<file path="src/rtl/maxpool_2x2_reduce.sv">
// rtl/maxpool_2x2_reduce.sv - two-stage 2x2 max-pool reducer with pooled-map position tracking
module maxpool_2x2_reduce #(
  parameter int DATA_WIDTH  = 32,
  parameter int IMAGE_WIDTH = 4
) (
  input  logic                  clk,
  input  logic                  rst_n,
  input  logic                  i_valid,
  input  logic [DATA_WIDTH-1:0] i_data_0,
  input  logic [DATA_WIDTH-1:0] i_data_1,
  input  logic [DATA_WIDTH-1:0] i_data_2,
  input  logic [DATA_WIDTH-1:0] i_data_3,
  output logic                  o_valid,
  output logic [DATA_WIDTH-1:0] o_data,
  output logic                  o_last
);

  localparam int OUT_SIDE = IMAGE_WIDTH / 2;
  localparam int CNT_MAX  = OUT_SIDE * OUT_SIDE - 1;
  localparam int CW       = (CNT_MAX > 0) ? $clog2(CNT_MAX + 1) : 1;
  localparam logic [CW-1:0] LAST_IDX = CW'(CNT_MAX);

  logic                  v1;
  logic [DATA_WIDTH-1:0] m01;
  logic [DATA_WIDTH-1:0] m23;
  logic [CW-1:0]         cnt;

  // Sign-magnitude total order; ties keep a so -0/+0 and NaN need no special handling.
  function automatic logic [DATA_WIDTH-1:0] fmax(
    input logic [DATA_WIDTH-1:0] a,
    input logic [DATA_WIDTH-1:0] b
  );
    logic [DATA_WIDTH-1:0] r;
    r = a;
    if (a[DATA_WIDTH-1] != b[DATA_WIDTH-1]) begin
      r = a[DATA_WIDTH-1] ? b : a;
    end else if (!a[DATA_WIDTH-1]) begin
      if (b[DATA_WIDTH-2:0] > a[DATA_WIDTH-2:0]) r = b;
    end else begin
      if (b[DATA_WIDTH-2:0] < a[DATA_WIDTH-2:0]) r = b;
    end
    return r;
  endfunction

  always_ff @(posedge clk or negedge rst_n) begin
    if (!rst_n) begin
      v1      <= 1'b0;
      m01     <= '0;
      m23     <= '0;
      o_valid <= 1'b0;
      o_data  <= '0;
      o_last  <= 1'b0;
      cnt     <= '0;
    end else begin
      v1 <= i_valid;
      // Gate on valid so idle-cycle X/Z from upstream never reaches a register.
      if (i_valid) begin
        m01 <= fmax(i_data_0, i_data_1);
        m23 <= fmax(i_data_2, i_data_3);
      end
      o_valid <= v1;
      o_last  <= v1 && (cnt == LAST_IDX);
      if (v1) begin
        o_data <= fmax(m01, m23);
        cnt    <= (cnt == LAST_IDX) ? '0 : cnt + CW'(1);
      end
    end
  end

endmodule

</file>
<file path="config.mk">
export PLATFORM = sky130hd
export DESIGN_NAME = maxpool_2x2_reduce
export DESIGN_NICKNAME = d
export VERILOG_FILES = /design/src/rtl/maxpool_2x2_reduce.sv
export SDC_FILE = /design/constraint.sdc
export NUM_CORES = 1
export LEC_CHECK = 0
export CORE_ASPECT_RATIO = 0.75
export CORE_UTILIZATION = 40
export CTS_CLUSTER_SIZE = 12
export DETAILED_ROUTE_END_ITERATION = 10
export GPL_ROUTABILITY_DRIVEN = 0
export HOLD_SLACK_MARGIN = 0.15
export PLACE_DENSITY = 0.65
export SLEW_MARGIN = 0
export SYNTH_ARGS = -nofsm -noshare
export SYNTH_HDL_FRONTEND = slang
export SYNTH_SLANG_ARGS = --single-unit
</file>
<file path="constraint.sdc">
create_clock -name clk -period 3 [get_ports clk]
set_input_delay 0.6 -clock clk [delete_from_list [all_inputs] [get_ports clk]]
set_output_delay 0.6 -clock clk [all_outputs]
set_load 0.1 [all_outputs]
</file>
## After elaboration in Yosys (flattened, before gate mapping)

Index checks and enable logic that the tools add are counted.

- $add $sub $neg: 1
- $lt $le $gt $ge: 6
- Equal/unequal tests: 4
- Mux-type cells: 16
- Reduce and logical (&&, ||, !) cells: 1

Operators by type and width:

| kind | count |
|---|---|
| 2-to-1 mux 32 bit | 15 |
| > comparator 31 bit | 3 |
| less-than comparator 31 bit | 3 |
| inequality test 1 bit | 3 |
| adder 2 x 1 -> 2 bit (second input constant) | 1 |
| equality test 2 bit (second input constant) | 1 |
| 2-to-1 mux 2 bit | 1 |
| logical AND 1 bit | 1 |

- Bits in registers: 101
- Bits of input ports: 131

## Depth between registers and ports, before layout

Gate-level depths: netlist (run 1).

- Depth after elaboration: 4
- Depth in mapped cells: 11
- Depth with buffers taken out: 9

## Worst setup path before layout (run 1)

No wires, ideal clock.

- Kind: input -> register
- Start: in i_data_0[10]
- End: reg m01[0]
- Library setup time: 0.127 ns
- Arrival: 2.476 ns
- Slack: 0.397 ns
- Stages on the path: 11
- Buffers on the path: 2
- Path through: inv_1 ha_1 a21oi_1 o21ai_0 a221oi_1 a21boi_0 or3b_2 clkbuf_1 clkbuf_1 nand4_1 nand3_1

- Word-level cells in the longest chain between the ends: 4
- Elaborated cells on any way between the ends: 6
- Classes of those cells: order compare: 2; mux: 4

Ends and longest elaborated chain:

| what | line | source |
|---|---|---|
| start: declaration | 9 | `input logic [DATA_WIDTH-1:0] i_data_0,` |
| > comparator 31 bit or less-than comparator 31 bit (tied branches) | 38, 40 |  |
| 2-to-1 mux 32 bit, on equally long branches | 38, 40 |  |
| 2-to-1 mux 32 bit * | 37 | `end else if (!a[DATA_WIDTH-1]) begin` |
| 2-to-1 mux 32 bit * | 35 | `if (a[DATA_WIDTH-1] != b[DATA_WIDTH-1]) begin` |
| end signal: assignment | 58 | `m01 <= fmax(i_data_0, i_data_1);` |
| end: declaration | 24 | `logic [DATA_WIDTH-1:0] m01;` |

Every way passes the cells marked *; elsewhere a longest branch is shown, timed or not.
A chain may end at the register's enable or synchronous reset.

## Worst setup path in the final report (run 1)

- Start: in i_data_2[4]
- End: reg m23[28]

- Word-level cells in the longest chain between the ends: 4
- Elaborated cells on any way between the ends: 6
- Classes of those cells: order compare: 2; mux: 4

Ends and longest elaborated chain:

| what | line | source |
|---|---|---|
| start: declaration | 11 | `input logic [DATA_WIDTH-1:0] i_data_2,` |
| > comparator 31 bit or less-than comparator 31 bit (tied branches) | 38, 40 |  |
| 2-to-1 mux 32 bit, on equally long branches | 38, 40 |  |
| 2-to-1 mux 32 bit * | 37 |  |
| 2-to-1 mux 32 bit * | 35 |  |
| end signal: assignment | 59 | `m23 <= fmax(i_data_2, i_data_3);` |
| end: declaration | 25 | `logic [DATA_WIDTH-1:0] m23;` |

Marks and branches as above.

==> results of run 1 <==
[how the worst max path moves through the flow]
stage,cells after the start,from,endpoint,slack (ps)
after global routing,12,i_data_2[13],m23[28]$_DFFE_PN0P_,10
after detailed placement,12,i_data_2[8],m23[30]$_DFFE_PN0P_,-380
after CTS,11,i_data_0[4],m01[25]$_DFFE_PN0P_,50
after global placement,12,i_data_2[8],m23[23]$_DFFE_PN0P_,-340
final,12,i_data_2[4],m23[28]$_DFFE_PN0P_,170
after floorplan,11,i_data_0[10],m01[0]$_DFFE_PN0P_,400
[layout make-up]
type | instances | area [sq um]
clock buffer | 11 | 252.7
fill | 1997 | 9173
inverter | 130 | 488.0
tap | 288 | 360.3
multi-input combinational | 789 | 5582
sequential | 101 | 2529
timing repair buffer | 332 | 2945
clock inverter | 5 | 81.33
[cell usage after synthesis, types with 2 or more instances]
cell / n
mux2_2: 5
a211oi_1: 5
a21oi_1: 100
nor4_1: 3
nand3b_1: 4
o22ai_1: 31
buf_6: 4
a21boi_0: 2
buf_1: 7
o211ai_1: 3
o21ai_1: 3
ha_1: 97
a221oi_1: 3
a31oi_1: 4
dfrtp_1: 101
o31ai_1: 4
clkbuf_1: 54
a21o_1: 63
nor3_1: 5
nand3_1: 71
buf_2: 11
inv_1: 129
a221o_1: 30
nand4_1: 80
o21ai_0: 14
nor2_1: 76
nand2_1: 85
mux2i_1: 93
or3b_2: 2
[registers in the layout, indices dropped and copies added (netlist names)]
signal / count
m01: 32
o_valid: 1
o_data: 32
v1: 1
cnt: 2
o_last: 1
m23: 32
[report_power, final]
group / internal [uW] / leakage [uW] / total [uW] / switching (uW)
sequential: 1690 / 0.00125 / 2060 / 365
combinational: 1220 / 0.00452 / 3570 / 2350
clock: 779 / 0.000162 / 1310 / 536
total: 3700 / 0.00594 / 6950 / 3250
[stage by stage]
| step | worst slack (ps) | setup TNS [ps] | utilization |
|---|---|---|---|
| final | 169.2 | 0 | 0.5716 |
| after global placement | -339.1 | -18740 | 0.5541 |
| after global routing | 9.513 | 0 | 0.5716 |
| after detailed placement | -384.6 | -20720 | 0.5541 |
| after CTS | 46.36 | 0 | 0.5698 |
| after floorplan | 396.9 | 0 | - |
[per-layer routing]
layer / routed length, microns / up-vias
li1: - / 4490
met1: 12950 / 4331
met2: 12510 / 282
met3: 1385 / 30
met4: 416 / 0
met5: 0 / -
[layout by cell type, fill, tap and decap left out, drive strengths merged, types with 2 or more instances in the layout]
cell type	instances
a21boi	2
o22ai	31
o211ai	3
nor2	76
buf	205
nand2	85
nor3	5
nand3b	4
a21o	63
a221o	31
mux2	5
bufinv	2
dfrtp	101
a211oi	5
mux2i	93
clkdlybuf4s50	126
nand4	80
a21oi	100
o21ai	17
inv	131
clkbuf	11
a221oi	3
nand3	71
ha	97
a31oi	4
nor4	3
o31ai	4
or3b	3
[worst max-delay path, cell delays in order]
cell	delay [ps]
clkdlybuf4s50_1	480
inv_1	50
ha_1	300
a211oi_1	210
nor2_1	110
o31ai_2	210
a21boi_1	100
buf_4	150
or3b_4	430
buf_12	180
a21o_1	190
nand3_1	80
[kinds of logic after synthesis]
group,after synthesis
AO/OA/AOI/OAI,263
flip-flops,101
multiplexers,98
AND/OR/NAND/NOR,331
adder cells (fa/ha/maj),97
buffers and inverters,206
[timing repair]
| item | CTS | global route |
|---|---|---|
| endpoints found under the setup margin | 31 | 62 |
| buffers inserted | 0 | 1 |
| pin swaps | 0 | 3 |
| resized for setup | 1 | 10 |
==> results.json, run 1 <==
{
  "dieWidth_microns": 173.8,
  "syn_area_sq_um": 8855,
  "cp_max_fo": 32,
  "start_util": 0.4136,
  "via_count": 9133,
  "synth_area_leaders": "dfrtp_1 29%, ha_1 14%, mux2i_1 11%",
  "die-area_sq_um": 22740,
  "grt.met1_usage": 0.3269,
  "synth.mux.area_fraction": 0.1115,
  "syn_to_final_growth_pct": 38.21,
  "cts_tree": "yes",
  "worstSetupPathType": "in -> reg",
  "numCtsBuffers": 9,
  "portBuffers": 164,
  "grt_pass1_wl_microns": 43340,
  "final_cell_area_sq_um": 12240,
  "dpl_cell_area_sq_um": 11860,
  "clkLatencyLatePin_ps": 350,
  "fmax_mhz": 353.3,
  "ys_ff_latch": 101,
  "outcome": "finished clean",
  "drive_gt1_frac": 0.1762,
  "reg2reg_depth": 10,
  "p_total_uw": 6946,
  "met2_usage": 0.3953,
  "yosys.area.top_type": "dfrtp_1",
  "hold_viol_final": 0,
  "syn-num-nets": 1324,
  "worst_clock_skew_ps": 7.789,
  "maxSlewHeadroom": 0.5339,
  "worst_ep_arrival_time_ps": 3110,
  "grt_usage": 0.2366,
  "final.min_clock_period_ps": 2831,
  "drtAntennaViolNets": 0,
  "ir_drop_v": 0.0006479,
  "p_per_area_nw_per_um2": 567.6,
  "grt-busiest-layer": "met2",
  "met3_usage": 0.03183,
  "dr.pass1.iters": 5,
  "ys_warn_count": 0,
  "cts-root-buf": "clkbuf_16",
  "diodes": 0,
  "r2r-start": "m01[29]$_DFFE_PN0P_",
  "max_cap_violations": 0,
  "grt_antenna_before_repair": 0,
  "clk_pin_slew_worst_paths_ps": 70,
  "ys.flop_type": "dfrtp_1",
  "hp-class": "in -> async",
  "drt-initial-drc-count": 760,
  "synth_cell_types": 36,
  "synth_fa_ha_area_frac": 0.1371,
  "slew_viol_final": 0,
  "yosys.area_share.simple": 0.1795,
  "synth_top_family_by_area": "compound AO/OA/AOI/OAI gates",
  "rows": 46,
  "cts-hold-fix-buffers": 0,
  "ios": 165,
  "grt_pass1_vias": 8548,
  "route.detailed.drc": 0,
  "synth-compound-area-share": 0.1943,
  "finalNonFillerCells": 1656,
  "dp_cells": 1639,
  "core_area_sq_um": 21410,
  "min_period_over_period": 0.9436,
  "synth_cells": 1096,
  "synth_edf_count": 0,
  "grt_max_degree": 63,
  "rsz0062_at_grt": "false",
  "cts_sinks": 101,
  "overflow": 0,
  "startpoint_type": "primary input",
  "die_h_microns": 130.9,
  "yosysSeqAreaShare": 0.2854,
  "reg2reg_slack_ps": 190,
  "hpwl_microns": 20450,
  "hold_ws_ps": 205.7,
  "finalSetupViolations": 0,
  "avgSynthCellArea_sq_um": 8.079,
  "leakagePower_uw": 0.005941,
  "yosys.area.top_type_share": 0.2854,
  "htreeDepth": 3,
  "tightest_slew_ps": 699.1,
  "layout.nets": 1591,
  "wl_microns": 27270,
  "synth_xor_area_frac": 0,
  "vias_per_cell": 5.515,
  "wl_per_cell_microns": 16.47,
  "async_reset_ff_frac": 1.000,
  "ctsLongestPathBuffers": 2,
  "r2r-end": "o_data[0]$_DFFE_PN0P_",
  "end_kind": "flip-flop",
  "worstPathRequired_ps": 3280
}
Power figures use the tool's default switching activity.
==> inputs of run 2 (changes only) <==
--- a/config.mk
+++ b/config.mk
@@ -10,6 +10,7 @@
 export CTS_CLUSTER_SIZE = 12
 export DETAILED_ROUTE_END_ITERATION = 10
 export GPL_ROUTABILITY_DRIVEN = 0
+export GPL_TIMING_DRIVEN = 1
 export HOLD_SLACK_MARGIN = 0.15
 export PLACE_DENSITY = 0.65
 export SLEW_MARGIN = 0
==> results of run 2 <==
The final DEF is identical to that of run 1; final timing and power are the same.
==> inputs of run 3 (changes only) <==
--- a/config.mk
+++ b/config.mk
@@ -7,12 +7,14 @@
 export LEC_CHECK = 0
 export CORE_ASPECT_RATIO = 0.75
 export CORE_UTILIZATION = 40
+export CTS_CLUSTER_DIAMETER = 60
 export CTS_CLUSTER_SIZE = 12
 export DETAILED_ROUTE_END_ITERATION = 10
+export DONT_BUFFER_PORTS = 1
 export GPL_ROUTABILITY_DRIVEN = 0
 export GPL_TIMING_DRIVEN = 1
 export HOLD_SLACK_MARGIN = 0.15
-export PLACE_DENSITY = 0.65
+export PLACE_DENSITY = 0.55
 export SLEW_MARGIN = 0
 export SYNTH_ARGS = -nofsm -noshare
 export SYNTH_HDL_FRONTEND = slang
==> results.json, run 3 (same netlist as run 1, synthesis figures left out) <==
{
  "ctsLongestPathBuffers": 2,
  "grt_max_degree": 102,
  "htreeDepth": 3,
  "cp_max_fo": 10,
  "largestRegisters": "m01 x32, m23 x32, o_data x32",
  "startpoint_type": "flip-flop",
  "dr.pass1.iters": 5,
  "rsz0062_at_grt": "false",
  "hold_viol_final": 0,
  "cts_tree": "yes",
  "start_util": 0.4136,
  "worst_clock_skew_ps": 12.24,
  "p_per_area_nw_per_um2": 649.0,
  "hpwl_microns": 19680,
  "die-area_sq_um": 22740,
  "grt_usage": 0.2369,
  "wl_microns": 26560,
  "finalSetupViolations": 0,
  "syn_to_final_growth_pct": 9.778,
  "route.detailed.drc": 0,
  "max_cap_violations": 0,
  "diodes": 0,
  "hp-class": "in -> async",
  "cts-root-buf": "clkbuf_16",
  "grt_pass1_vias": 7369,
  "rows": 46,
  "ios": 165,
  "die_h_microns": 130.9,
  "min_period_over_period": 0.9541,
  "grt_antenna_before_repair": 0,
  "worst_ep_arrival_time_ps": 3090,
  "postCtsSetupBuffers": 0,
  "portBuffers": 0,
  "core_area_sq_um": 21410,
  "layout.nets": 1309,
  "leakagePower_uw": 0.004666,
  "worstSetupPathType": "reg -> reg",
  "final.min_clock_period_ps": 2862,
  "drt-initial-drc-count": 516,
  "clkLatencyLatePin_ps": 350,
  "numCtsBuffers": 9,
  "worstPathRequired_ps": 3230,
  "clk_pin_slew_worst_paths_ps": 80,
  "overflow": 0,
  "ir_drop_v": 0.0004205,
  "wl_per_cell_microns": 19.33,
  "outcome": "finished clean",
  "tightest_slew_ps": 1006,
  "dieWidth_microns": 173.8,
  "end_kind": "flip-flop",
  "maxSlewHeadroom": 0.3294,
  "cts_resized": 0,
  "n_fill_cell": 2164,
  "hold_ws_ps": 186.5,
  "drive_gt1_frac": 0.07366,
  "cts_sinks": 101,
  "final_common_cell": "inv_1",
  "via_count": 7854,
  "grt_pass1_wl_microns": 42040,
  "drtAntennaViolNets": 0,
  "fmax_mhz": 349.4,
  "vias_per_cell": 5.716,
  "slew_viol_final": 0,
  "final_cell_mix": "129 x inv_1, 100 x dfrtp_1, 99 x a21oi_1",
  "tns_ps": 0
}
[run 3: worst paths after layout]
| kind | endpoint | from | slack (ps) | cells after the start |
|---|---|---|---|---|
| min | o_data[25]$_DFFE_PN0P_ | rst_n | 190 | 1 |
| max reg2reg | o_data[19]$_DFFE_PN0P_ | m01[8]$_DFFE_PN0P_ | 140 | 10 |
| max in group asynchronous | m23[6]$_DFFE_PN0P_ | rst_n | 2400 | 1 |
| max | o_data[19]$_DFFE_PN0P_ | m01[8]$_DFFE_PN0P_ | 140 | 10 |
| min in group clk | v1$_DFF_PN0_ | i_valid | 290 | 0 |
| min reg2reg | m23[31]$_DFFE_PN0P_ | m23[31]$_DFFE_PN0P_ | 520 | 1 |
[run 3: stage by stage]
step | utilization | worst slack [ps] | instances | power, uW | instance area [sq um]
floorplan | - | 396.9 | 1096 | 4435 | 8855
global placement | 0.4377 | 66.63 | 1357 | 4984 | 9371
detailed placement | 0.4377 | 89.67 | 1357 | 5010 | 9371
CTS | 0.4527 | 143.9 | 1373 | 6327 | 9693
global route | 0.4540 | 4.816 | 1374 | 6696 | 9721
finish | 0.4540 | 137.8 | 1374 | 6309 | 9721
[run 3: critical path, cell delays in order (launching register included)]
cell and delay [ps]:
dfrtp_1 410, inv_1 60, ha_1 320, a211oi_1 230, nor2_1 80, o31ai_1 280, a31oi_1 150, or3b_1 420
and3b_1 270, buf_4 220, a221o_1 310
[run 3: power breakdown]
part	internal (uW)	leakage (uW)	total [uW]	switching, uW
sequential	1660	0.00125	3270	1600
combinational	803	0.00326	1740	940
clock	739	0.000150	1300	559
total	3210	0.00467	6310	3100
[run 3: layout make-up]
class	instances	area, sq um	area share
Multi-Input combinational cell	789	5552	0.5711
Sequential cell	101	2529	0.2601
Inverter	130	488.0	0.05020
Timing Repair Buffer	50	470.5	0.04840
Tap cell	288	360.3	0.03707
Clock buffer	10	229.0	0.02356
Clock inverter	6	92.59	0.009525
[run 3: per-layer routing]
| metal | vias to the layer above | wire, microns | GRT usage |
|---|---|---|---|
| met2 | 204 | 12480 | 0.3984 |
| met3 | 10 | 2020 | 0.07436 |
| met5 | - | 0 | 0 |
| met4 | 0 | 123 | 0.03148 |
| li1 | 3923 | - | - |
| met1 | 3717 | 11940 | 0.3065 |
